--- config.mk ---
export PLATFORM = sky130hd
export DESIGN_NAME = word_buf_16
export DESIGN_NICKNAME = d
export VERILOG_FILES = /design/src/rtl/word_buf_16.sv
export SDC_FILE = /design/constraint.sdc
export NUM_CORES = 1
export LEC_CHECK = 0
export CAP_MARGIN = 15
export CORE_MARGIN = 10
export CORE_UTILIZATION = 49
export CTS_CLUSTER_DIAMETER = 30
export DETAILED_ROUTE_END_ITERATION = 10
export HOLD_SLACK_MARGIN = 0.02
export MAX_ROUTING_LAYER = met4
export PLACE_DENSITY = 0.74
export SKIP_LAST_GASP = 1
export SLEW_MARGIN = 10
export SYNTH_ARGS = -nofsm -noshare
export SYNTH_HDL_FRONTEND = slang
export SYNTH_SLANG_ARGS = --single-unit
--- constraint.sdc ---
create_clock -name clk -period 2.4 [get_ports clk]
set_clock_uncertainty 0.05 [all_clocks]
set_input_delay 0.24 -clock clk [delete_from_list [all_inputs] [get_ports clk]]
set_output_delay 0.24 -clock clk [all_outputs]
set_load 0.03 [all_outputs]
--- src/rtl/word_buf_16.sv ---
// First-word-fall-through buffer of DEPTH 16-bit words with a sticky drop flag.
// Optional occupancy output `level` is enabled by defining WORD_BUF_LEVEL_EN.
module word_buf_16 #(
  parameter int DEPTH = 4
) (
  input  logic                    clk,
  input  logic                    rst,
  input  logic                    valid_in,
  input  logic [15:0]             data_in,
  input  logic                    ready_in,
  output logic                    valid_out,
  output logic [15:0]             data_out,
  output logic                    overflow,
  output logic                    full
`ifdef WORD_BUF_LEVEL_EN
  ,
  output logic [$clog2(DEPTH):0]  level
`endif
);

  localparam int PW = $clog2(DEPTH);
  localparam int CW = PW + 1;

  logic [15:0]   mem [DEPTH];
  logic [PW-1:0] wr_ptr;
  logic [PW-1:0] rd_ptr;
  logic [CW-1:0] count;
  logic          push;
  logic          pop;

  assign valid_out = (count != '0);
  assign full      = (count == CW'(DEPTH));
  assign pop       = valid_out & ready_in;
  assign push      = valid_in & (~full | pop);

  // Gated so the head reads zero while empty, including straight out of reset.
  assign data_out  = valid_out ? mem[rd_ptr] : 16'h0000;

`ifdef WORD_BUF_LEVEL_EN
  assign level = count;
`endif

  always_ff @(posedge clk) begin
    if (!rst && push) begin
      mem[wr_ptr] <= data_in;
    end
  end

  always_ff @(posedge clk) begin
    if (rst) begin
      wr_ptr   <= '0;
      rd_ptr   <= '0;
      count    <= '0;
      overflow <= 1'b0;
    end else begin
      if (push) begin
        wr_ptr <= wr_ptr + 1'b1;
      end
      if (pop) begin
        rd_ptr <= rd_ptr + 1'b1;
      end
      // Push and pop together leave occupancy unchanged, even when full.
      case ({push, pop})
        2'b10:   count <= count + 1'b1;
        2'b01:   count <= count - 1'b1;
        default: count <= count;
      endcase
      if (valid_in && !push) begin
        overflow <= 1'b1;
      end
    end
  end

endmodule

## After elaboration in Yosys (flattened, before gate mapping)

Memory sizes are Yosys's and may differ from the RTL's. A register that Yosys moved wholly into a read port is not among the register bits.
Cells that the tools add are included.

| operators by class | value |
|---|---|
| reductions and logical operators | 6 |
| bitwise logic cells | 4 |
| $add $sub $neg | 4 |
| multiplexer cells | 6 |
| eq/ne operators | 3 |

Operator list:

| kind | count |
|---|---|
| $mux 16 | 1 |
| $pmux 3 s2 | 1 |
| $add 2x1->2 const B | 2 |
| $mux 2 | 2 |
| $add 3x1->3 const B | 1 |
| $eq 3x3->1 const B | 1 |
| $reduce_bool 3->1 | 1 |
| $sub 3x1->3 const B | 1 |
| $and 1x1->1 | 2 |
| $eq 2x1->1 const B | 1 |
| $eq 2x2->1 const B | 1 |
| $logic_and 1x1->1 | 2 |
| $logic_not 1->1 | 2 |
| $mux 1 | 2 |
| $reduce_bool 2->1 | 1 |
| $not 1->1 | 1 |
| $or 1x1->1 | 1 |

| word-level totals | value |
|---|---|
| register bits after elaboration | 8 |
| bits of input ports | 20 |
| bits in writable memories | 64 |
| memories kept | 1 |
| word-level logic and storage cells | 28 |

Memories:

| memory | depth | width | rd ports | clocked after memory_dff | wr ports | line | source |
|---|---|---|---|---|---|---|---|
| mem | 4 | 16 | 1 | 1 | 1 | 24 | `logic [15:0] mem [DEPTH];` |

## Depth between registers and ports, before layout

| depth | value |
|---|---|
| word-level depth | 7 |
| gate-level depth with buffers | 9 |

## Worst setup path after synthesis

No wires, ideal clock.

| path | value |
|---|---|
| path type | reg-to-reg |
| start point | register count[2] |
| end point | memory mem[1][0] (enable) |
| setup slack | -0.171 ns |
| arrival time | 2.108 ns |
| stages on the path, launching flop included | 5 |
| buffers on the path | 0 |
| cell sequence | dfxtp_1 nor3b_2 a21boi_2 inv_2 nor3b_1 |

| between the ends | value |
|---|---|
| word-level cells in the longest chain between the ends | 7 |
| elaborated cells on any way between the ends | 9 |
| classes of those cells | 1 x eq/ne; 2 x mux; 4 x bitwise; 2 x reduce/logical |

Ends and longest elaborated chain:

| item | line | source |
|---|---|---|
| from (decl) | 27 | `logic [CW-1:0] count;` |
| from (signal assigned) | 64 | `2'b10: count <= count + 1'b1;` |
| from (signal assigned) | 65 | `2'b01: count <= count - 1'b1;` |
| from (signal assigned) | 66 | `default: count <= count;` |
| $eq 3x3->1 | 32 | `assign full = (count == CW'(DEPTH));` |
| named net full | 14 | `output logic full` |
| $not 1->1 | 34 | `assign push = valid_in & (~full \| pop);` |
| $or 1x1->1 | 34 |  |
| $and 1x1->1 | 34 |  |
| $logic_and 1x1->1 | 44 | `if (!rst && push) begin` |
| $mux 1 | 44 |  |
| $mux 1 (implied by the code) | 45 | `mem[wr_ptr] <= data_in;` |
| to (decl) | 24 |  |

The timed path passes the listed nets, and every way through them passes these cells.

## Final worst setup path

| path | value |
|---|---|
| start point | register count[1] |
| end point | output port valid_out |

| between the ends | value |
|---|---|
| word-level cells in the longest chain between the ends | 1 |

Ends and longest elaborated chain:

| item | line | source |
|---|---|---|
| $reduce_bool 3->1 | 31 | `assign valid_out = (count != '0);` |
| to (decl) | 11 | `output logic valid_out,` |

No other way between the ends.

==> impl_metrics.prom <==
# TYPE chip_impl_metric gauge
chip_impl_metric{name="ant_nets",unit=""} 0
chip_impl_metric{name="grt.overflow.total",unit=""} 0
chip_impl_metric{name="switching_share",unit=""} 0.327
chip_impl_info{name="end_kind",value="primary output"} 1
chip_impl_metric{name="slew_headroom",unit=""} 0.632
chip_impl_metric{name="yosysWarningCount",unit=""} 0
chip_impl_metric{name="synthToLayoutAreaGrowth",unit="%"} 27.1
chip_impl_metric{name="clock_latency",unit="ns"} 0.32
chip_impl_metric{name="postLayoutSetupSlackWorst",unit="ns"} 0.137
chip_impl_info{name="synth-main-ff-cell",value="sky130_fd_sc_hd__edfxtp_1"} 1
chip_impl_metric{name="max-vdd-ir-drop",unit="mV"} 0.528
chip_impl_metric{name="groute.usage.overall",unit=""} 0.116
chip_impl_info{name="crit_path_start",value="count[1]"} 1
chip_impl_metric{name="intPower",unit="µW"} 2890
chip_impl_metric{name="clock_sink_count",unit=""} 74
chip_impl_metric{name="place_hpwl",unit="µm"} 3630
chip_impl_metric{name="drive_gt1_frac",unit=""} 0.297
chip_impl_metric{name="drc",unit=""} 0
chip_impl_metric{name="initial_utilization",unit=""} 0.510
chip_impl_metric{name="core_area",unit="µm²"} 5960
chip_impl_info{name="critPathKind",value="flop to primary output"} 1
chip_impl_metric{name="synth_area_per_cell",unit="µm²"} 19.0
chip_impl_metric{name="antenna_found_initial",unit=""} 0
chip_impl_metric{name="num_io_pins",unit=""} 39
chip_impl_metric{name="period_share",unit=""} 0.943
chip_impl_metric{name="netSwitchingPower",unit="µW"} 1410
chip_impl_metric{name="place.gp.congestion",unit=""} 0.758
chip_impl_metric{name="seq_area_frac_synth",unit=""} 0.699
chip_impl_info{name="cts_tree",value="built"} 1
chip_impl_metric{name="number_of_buffers_inserted_by_port_buffering",unit=""} 38
chip_impl_metric{name="cts_buffers",unit=""} 9
chip_impl_metric{name="grt_max_degree",unit=""} 17
chip_impl_metric{name="clock_pin_slew_reported_for_the_worst_setup_and_hold_paths_after_clock_tree_synthesis",unit="ns"} 0.07
chip_impl_metric{name="clock_power_share",unit=""} 0.264
chip_impl_metric{name="totalWireLength",unit="µm"} 5300
chip_impl_metric{name="clockBufferDepth",unit=""} 2
chip_impl_metric{name="synth_enable_flop_cells",unit=""} 64
chip_impl_metric{name="cts_htree_levels",unit=""} 3
chip_impl_metric{name="fin_util",unit=""} 0.648
chip_impl_info{name="startpoint_type",value="flop"} 1
chip_impl_metric{name="initialDrtViolationCount",unit=""} 72
chip_impl_metric{name="netlist-cell-type-count",unit=""} 28
chip_impl_metric{name="die_area",unit="µm²"} 9740
chip_impl_metric{name="timing.final.hold_violations",unit=""} 0
chip_impl_metric{name="first_global_vias",unit=""} 1721
chip_impl_metric{name="max_cap_violations",unit=""} 0
chip_impl_info{name="cts_root_buffer",value="sky130_fd_sc_hd__clkbuf_8"} 1
chip_impl_metric{name="dp_slack",unit="ns"} 0.0178
chip_impl_metric{name="grt_pass1_wl",unit="µm"} 8610
chip_impl_metric{name="slew_viol_final",unit=""} 0
chip_impl_info{name="setup_repair_after_global_routing_missed_its_margin",value="yes"} 1
chip_impl_metric{name="dr.pass1.iters",unit=""} 4
chip_impl_metric{name="reg2regPathDepth",unit=""} 9
chip_impl_metric{name="pwr_density_cell",unit="nW/µm²"} 1120
chip_impl_metric{name="max_slew.worst_pin.slew",unit="ns"} 0.551
chip_impl_metric{name="seqPwrFrac",unit=""} 0.364
chip_impl_metric{name="setup_viol_count_final",unit=""} 0
chip_impl_metric{name="power_leakage",unit="µW"} 0.00135
chip_impl_metric{name="worst-endpoint-arrival",unit="ns"} 1.97
chip_impl_metric{name="number_of_standard_cell_rows_in_the_floorplan",unit=""} 28
chip_impl_metric{name="critical_path_required_time",unit="ns"} 2.11
chip_impl_metric{name="num-nets-final",unit=""} 240
chip_impl_info{name="timing.hold.worst.start",value="overflow"} 1
chip_impl_metric{name="antenna-diode-count",unit=""} 0
chip_impl_info{name="layout_commonest_cell",value="sky130_fd_sc_hd__edfxtp_1"} 1
chip_impl_info{name="hold_class",value="flop to flop"} 1
chip_impl_metric{name="whs_path_depth",unit=""} 2
chip_impl_info{name="final_cell_mix",value="sky130_fd_sc_hd__edfxtp_1 (64), sky130_fd_sc_hd__clkdlybuf4s50_1 (24), sky130_fd_sc_hd__mux4_2 (16)"} 1
chip_impl_info{name="rr_startpoint",value="count[1]"} 1
chip_impl_metric{name="fp.dieH",unit="µm"} 98.7
chip_impl_metric{name="worstPathMaxFanout",unit=""} 11
chip_impl_metric{name="fmax",unit="GHz"} 0.442
chip_impl_metric{name="finalWorstPathRequiredPeriod",unit="ns"} 2.26
chip_impl_info{name="outcome",value="finished clean"} 1
chip_impl_metric{name="fp.dieW",unit="µm"} 98.7
chip_impl_metric{name="number_of_vias_after_detailed_routing",unit=""} 1517
chip_impl_metric{name="syn_nets",unit=""} 186
chip_impl_metric{name="post_drt_via_cell_ratio",unit=""} 5.16
chip_impl_metric{name="wl_per_cell",unit="µm"} 18.0
chip_impl_metric{name="fin_setup_tns",unit="ns"} 0
chip_impl_metric{name="ctsHoldBuffers",unit=""} 0
chip_impl_metric{name="postSynthCellCount",unit=""} 160
chip_impl_metric{name="synth_async_sr_flop_share",unit=""} 0
chip_impl_metric{name="synth_area",unit="µm²"} 3040
chip_impl_metric{name="synth.ff_latch_count",unit=""} 74
chip_impl_metric{name="comb_power_share",unit=""} 0.372
-- stage by stage --
stage | total power (µW) | instance area (µm²) | instances | hold WS (ns)
after floorplan | 2710 | 3040 | 160 | 0.289
after global placement | 3260 | 3610 | 276 | 0.414
after detailed placement | 3310 | 3610 | 276 | 0.421
after CTS | 4360 | 3840 | 292 | 0.451
after global routing | 4530 | 3860 | 294 | 0.489
final | 4300 | 3860 | 294 | 0.450
-- cell families (layout without fill, tap and decap cells) --
family,Yosys count,count (layout),share of synthesized area
flops,74,74,0.699
fa+ha+maj,6,6,0.0272
mux,18,18,0.126
simple gates,35,35,0.0952
xor+xnor,2,2,0.00577
buf+inv,15,74,0.0280
compound gates,10,10,0.0190
-- flip-flops by register name, indices dropped and copies added, names as in the netlist, named ones only --
signal / cells
wr_ptr: 2
mem: 64
count: 3
overflow: 1
rd_ptr: 2
-- metal layers --
layer  GRT usage  up-vias  wire length (µm)
met1       0.127      769              2260
met3      0.0286        4               147
met5           -        -                 0
met4      0.0529        0                36
li1            -      717                 -
met2       0.196       27              2850
-- final timing paths --
check	end	slack (ns)
min reg2reg	overflow	0.45
max reg2reg	count[2]	0.16
max	valid_out	0.14
min	overflow	0.45
-- worst max-delay path: stages, from the launching register on --
cell	delay, ns
sky130_fd_sc_hd__dfxtp_1	0.38
sky130_fd_sc_hd__nor3_4	0.29
sky130_fd_sc_hd__buf_4	0.34
sky130_fd_sc_hd__inv_2	0.04
sky130_fd_sc_hd__clkdlybuf4s50_1	0.59
-- area by class of cell --
type | count | area (µm²)
inverter | 8 | 30.0
timing repair buffer | 50 | 505
sequential | 74 | 2120
multi-input combinational | 71 | 861
tap | 75 | 93.8
fill | 424 | 2100
clock inverter | 5 | 103
clock buffer | 11 | 141
-- repair_timing --
action,CTS,global route
resized for setup,13,3
setup endpoints to repair,13,9
buffers inserted,0,2
-- power groups by stage --
| stage | clock network, µW | registers (µW) | logic [µW] |
|---|---|---|---|
| 2_1_floorplan | 0 | 1560 | 1140 |
| 3_3_place_gp | 0 | 1580 | 1680 |
| 3_5_place_dp | 0 | 1590 | 1720 |
| 4_1_cts | 1160 | 1560 | 1630 |
| 5_1_grt | 1230 | 1580 | 1730 |
| 6_report | 1140 | 1570 | 1600 |
-- synth_stat cells, types with 2 or more instances --
cell type / count / area (µm²)
sky130_fd_sc_hd__nor2b_1: 6 / 37.5
sky130_fd_sc_hd__inv_2: 2 / 7.51
sky130_fd_sc_hd__xor2_1: 2 / 17.5
sky130_fd_sc_hd__buf_2: 4 / 20.0
sky130_fd_sc_hd__mux4_2: 16 / 360
sky130_fd_sc_hd__or3_1: 3 / 18.8
sky130_fd_sc_hd__edfxtp_1: 64 / 1920
sky130_fd_sc_hd__nor2_1: 7 / 26.3
sky130_fd_sc_hd__a21oi_1: 5 / 25.0
sky130_fd_sc_hd__o21ai_1: 2 / 10.0
sky130_fd_sc_hd__inv_1: 6 / 22.5
sky130_fd_sc_hd__dfxtp_1: 10 / 200
sky130_fd_sc_hd__nand2b_1: 2 / 12.5
sky130_fd_sc_hd__nor2b_4: 10 / 138
sky130_fd_sc_hd__ha_1: 5 / 62.6
sky130_fd_sc_hd__nor3b_1: 4 / 30.0
Power figures use the tool's default switching activity.
==> RTL edit 1, RTL diff (same settings) <==
`DEPTH`: 4 -> 8.
--- a/src/rtl/word_buf_16.sv
+++ b/src/rtl/word_buf_16.sv
@@ -1,7 +1,7 @@
 // First-word-fall-through buffer of DEPTH 16-bit words with a sticky drop flag.
 // Optional occupancy output `level` is enabled by defining WORD_BUF_LEVEL_EN.
 module word_buf_16 #(
-  parameter int DEPTH = 4
+  parameter int DEPTH = 8
 ) (
   input  logic                    clk,
   input  logic                    rst,
Formal check against the unedited RTL: not equivalent (Yosys sat finds a counterexample within 10 cycles, from zero or initial values and one cycle with rst high).
==> RTL edit 1 against the original RTL <==
- sequential power increased by 85%
- first-iteration DRC count increased to 4.3 times the old value
- wire length increased by 110%
- count of clock-buffer cells in the layout increased by 7
- sequential share of layout area increased by 4.0 points
- cell area increased by 81%
- worst setup slack got worse by 22 ps
- via count increased by 91%
- register-to-register slack about the same
- global-route usage increased by 3.2 points
- sequential cell count increased by 68
- synthesized area increased by 86%
- total power increased by 85%
- critical endpoint is now data_out[9]
==> RTL edit 1: results (changes against the original RTL) <==
power.internal_mw: 5.45  # was 2.89 mW
ys_seq_area_share_pct: 73.1  # was 69.9%
grt_max_degree: 33  # was 17
htreeDepth: 4  # was 3
cts-root-buf: "clkbuf_16"  # was clkbuf_8
placed_cell_area_um2: 6360  # was 3610 µm²
avgSynthCellArea_um2: 19.2  # was 19.0 µm²
use_met1_pct: 18.2  # was 12.7%
crit_arrival_ps: 1990  # was 1970 ps
largest_registers: "mem: 128 flops, count: 4 flops"  # was mem: 64 flops, count: 3 flops
wl_per_cell_um: 21.7  # was 18.0 µm
drt_iter0_drc: 308  # was 72
yosys-top-cells-area: "edfxtp_1 68%, mux4_2 13%, dfxtp_1 5.0%"  # was edfxtp_1 63%, mux4_2 12%, dfxtp_1 6.6%
p_leak_nw: 2.31  # was 1.35 nW
fillers: 828  # was 424
grt_pass1_wl_mm: 17.8  # was 8.61 mm
dpl.hpwl_mm: 6.80  # was 3.63 mm
synth-xor-area-share_pct: 1.22  # was 0.577%
critical-path-top-delay-family: "multiplexers"  # was buffers and inverters
drive_gt1_share_pct: 32.5  # was 29.7%
pwr-share-comb_pct: 31.8  # was 37.2%
cts_made_buffers: 17  # was 9
powerSeq_mw: 2.91  # was 1.57 mW
met2_length_mm: 5.84  # was 2.85 mm
outcome: "finished, final reports clean"  # unchanged
finalWeightedCongestion: 0.758  # about the same
pre_cts_ws_ps: 138  # was 17.8 ps
grt_pass1_vias: 3164  # was 1721
dpl.cell_count: 486  # was 276
use_met3_pct: 3.93  # was 2.86%
==> RTL edit 1: cell count changes after synthesis, moves of 5 or more <==
cell      unedited run  this run
edfxtp_1            64       128
mux2i_1              1        19
mux4_2              16        32
nor2_1               7        33
nor2b_1              6         1
nor2b_4             10         0
==> RTL edit 1: final timing paths <==
check / startpoint / to / slack [ps] / cells after the start
worst min-delay path: overflow$_SDFFE_PP0P_ / overflow$_SDFFE_PP0P_ / 430 / 2
worst max register to register: count[0]$_SDFFE_PP0P_ / count[3]$_SDFFE_PP0P_ / 160 / 11
worst max-delay path: register / data_out[9] / 120 / 5
worst min register to register: overflow$_SDFFE_PP0P_ / overflow$_SDFFE_PP0P_ / 430 / 2
==> RTL edit 1: layout make-up <==
class | instances | area [µm²] | share of cell area, %
clock buffer | 18 | 429 | 6.15
clock inverter | 13 | 141 | 2.03
inverter | 5 | 21.3 | 0.305
multi-input combinational | 132 | 1500 | 21.5
sequential | 142 | 4130 | 59.1
tap | 143 | 179 | 2.56
timing repair buffer | 65 | 584 | 8.37
==> RTL edit 2, RTL diff (same settings) <==
Made on the original files. Put one more register stage on the output `overflow`, cleared by the reset. The value now appears one clock later. The other outputs are not delayed to match.
--- a/src/rtl/word_buf_16.sv
+++ b/src/rtl/word_buf_16.sv
@@ -20,6 +20,8 @@
 
   localparam int PW = $clog2(DEPTH);
   localparam int CW = PW + 1;
+
+  logic overflow_s0;
 
   logic [15:0]   mem [DEPTH];
   logic [PW-1:0] wr_ptr;
@@ -51,7 +53,7 @@
       wr_ptr   <= '0;
       rd_ptr   <= '0;
       count    <= '0;
-      overflow <= 1'b0;
+      overflow_s0 <= 1'b0;
     end else begin
       if (push) begin
         wr_ptr <= wr_ptr + 1'b1;
@@ -66,8 +68,16 @@
         default: count <= count;
       endcase
       if (valid_in && !push) begin
-        overflow <= 1'b1;
+        overflow_s0 <= 1'b1;
       end
+    end
+  end
+
+  always_ff @(posedge clk) begin
+    if (rst) begin
+      overflow <= '0;
+    end else begin
+      overflow <= overflow_s0;
     end
   end
 
Check against the original RTL: not equivalent (a bounded check fails within 10 cycles, from zero or initial values and one cycle with rst high).
==> RTL edit 2 against the original RTL <==
- total power is 9.0% lower
- wire length grew 4.7%
- synthesized cell count rose by 1.3%
- sequential share of layout area rose by 2.4 points
- sequential cell count is 1 higher
- synthesized area decreased by 0.99%
- worst setup slack worse by 5.3 ps
- cell area decreased by 3.3%
- fmax decreased by 0.23%
- worst hold slack got worse by 35 ps
- count of clock-buffer cells in the layout shrank 1
- largest power group is now registers
- critical endpoint is now count[2]$_SDFFE_PP0P_
- largest cell class unchanged
==> RTL edit 2: results (changes against the original RTL) <==
grt_use_total_pct: 12.3  # was 11.6%
synth_nets: 188  # was 186
drt-total-wl_mm: 5.55  # was 5.30 mm
synth_cell_types: 29  # was 28
dpl.hpwl_mm: 4.01  # was 3.63 mm
synth-xor-area-share_pct: 0.583  # was 0.577%
synth_compound_area_share_pct: 1.92  # was 1.90%
outcome: "finished, final reports clean"  # unchanged
slowest_delay_ps: 400  # was 590 ps
nonClkBufAreaFrac_pct: 12.7  # was 13.1%
drive_gt1_share_pct: 24.6  # was 29.7%
crit_slowest_cell: "dfxtp_1"  # was clkdlybuf4s50_1
criticalPathCategory: "reg2reg"  # was reg2out
multi_input_gates: 72  # was 71
clockNetworkAreaShare_pct: 4.93  # was 6.32%
ys_seq_area_share_pct: 71.3  # was 69.9%
worstMarginPinSlew_ps: 625  # was 551 ps
p_leak_nw: 1.32  # was 1.35 nW
ys_ff_latch: 75  # was 74
first_pass_iters: 6  # was 4
nets: 245  # was 240
muxShareOfSynthArea_pct: 12.7  # was 12.6%
pre_cts_ws_ps: -3.94  # was 17.8 ps
fillers: 448  # was 424
finalWeightedCongestion: 0.849  # was 0.758
drt_iter0_drc: 83  # was 72
min_period_ps: 2270  # was 2260 ps
vias: 1588  # was 1517
grt_pass1_vias: 1786  # was 1721
ff_latch_area_um2: 2140  # was 2120 µm²
clock_buffers: 10  # was 11
synthAdderAreaFrac_pct: 2.75  # was 2.72%
multiInputGateArea_um2: 808  # was 861 µm²
ir_drop_mv: 0.668  # was 0.528 mV
crit_arrival_ps: 2470  # was 1970 ps
grt_pass1_wl_mm: 9.03  # was 8.61 mm
nNonClkBuffers: 53  # was 50
yosys-top-cells-area: "edfxtp_1 64%, mux4_2 12%, dfxtp_1 7.3%"  # was edfxtp_1 63%, mux4_2 12%, dfxtp_1 6.6%
synthTopCellsByCount: "64 x edfxtp_1, 16 x mux4_2, 14 x nor2b_1, 11 x dfxtp_1"  # was 64 x edfxtp_1, 16 x mux4_2, 10 x dfxtp_1, 10 x nor2b_4, 7 x nor2_1
cts_resized: 16  # was 13
RTL edit 2: worst min path at each step:
stage,start,end,slack [ps],cells after the start
after floorplan,rst,overflow$_SDFF_PP0_,260,1
after global placement,overflow_s0$_SDFFE_PP0P_,overflow_s0$_SDFFE_PP0P_,400,2
after detailed placement,overflow_s0$_SDFFE_PP0P_,overflow_s0$_SDFFE_PP0P_,410,2
after CTS,overflow_s0$_SDFFE_PP0P_,overflow$_SDFF_PP0_,420,1
after global routing,overflow_s0$_SDFFE_PP0P_,overflow$_SDFF_PP0_,440,1
final,overflow_s0$_SDFFE_PP0P_,overflow$_SDFF_PP0_,420,1
RTL edit 2: cells by family (layout without fill, tap and decap cells):
| kind of cell | after synthesis | count (layout) |
|---|---|---|
| adder cells (fa/ha/maj) | 6 | 6 |
| multiplexers | 18 | 18 |
| XOR/XNOR | 2 | 2 |
| buffers and inverters | 15 | 77 |
| flip-flops | 75 | 75 |
| AND/OR/NAND/NOR | 36 | 36 |
| AO/OA/AOI/OAI | 10 | 10 |
RTL edit 2: through the flow:
step	utilization (%)	area (µm²)	hold WS (ps)	cells
final	63.0	3730	416	299
after global routing	63.0	3730	442	299
after CTS	63.0	3730	421	299
after detailed placement	60.2	3570	409	283
after global placement	60.2	3570	401	283
after floorplan	-	3010	262	162
RTL edit 2: report_power, final:
part           switching [mW]  leakage [nW]  internal [mW]
Combinational           0.869         0.550          0.586
Clock                   0.425        0.0951          0.472
Sequential             0.0597         0.671           1.50
Total                    1.35          1.32           2.56
RTL edit 2: layer usage:
| layer | vias up | global-route usage [%] | wire length (µm) |
|---|---|---|---|
| met4 | 0 | 4.96 | 80 |
| met5 | - | - | 0 |
| li1 | 732 | - | - |
| met1 | 807 | 13.1 | 2320 |
| met3 | 7 | 3.31 | 229 |
| met2 | 42 | 21.0 | 2920 |
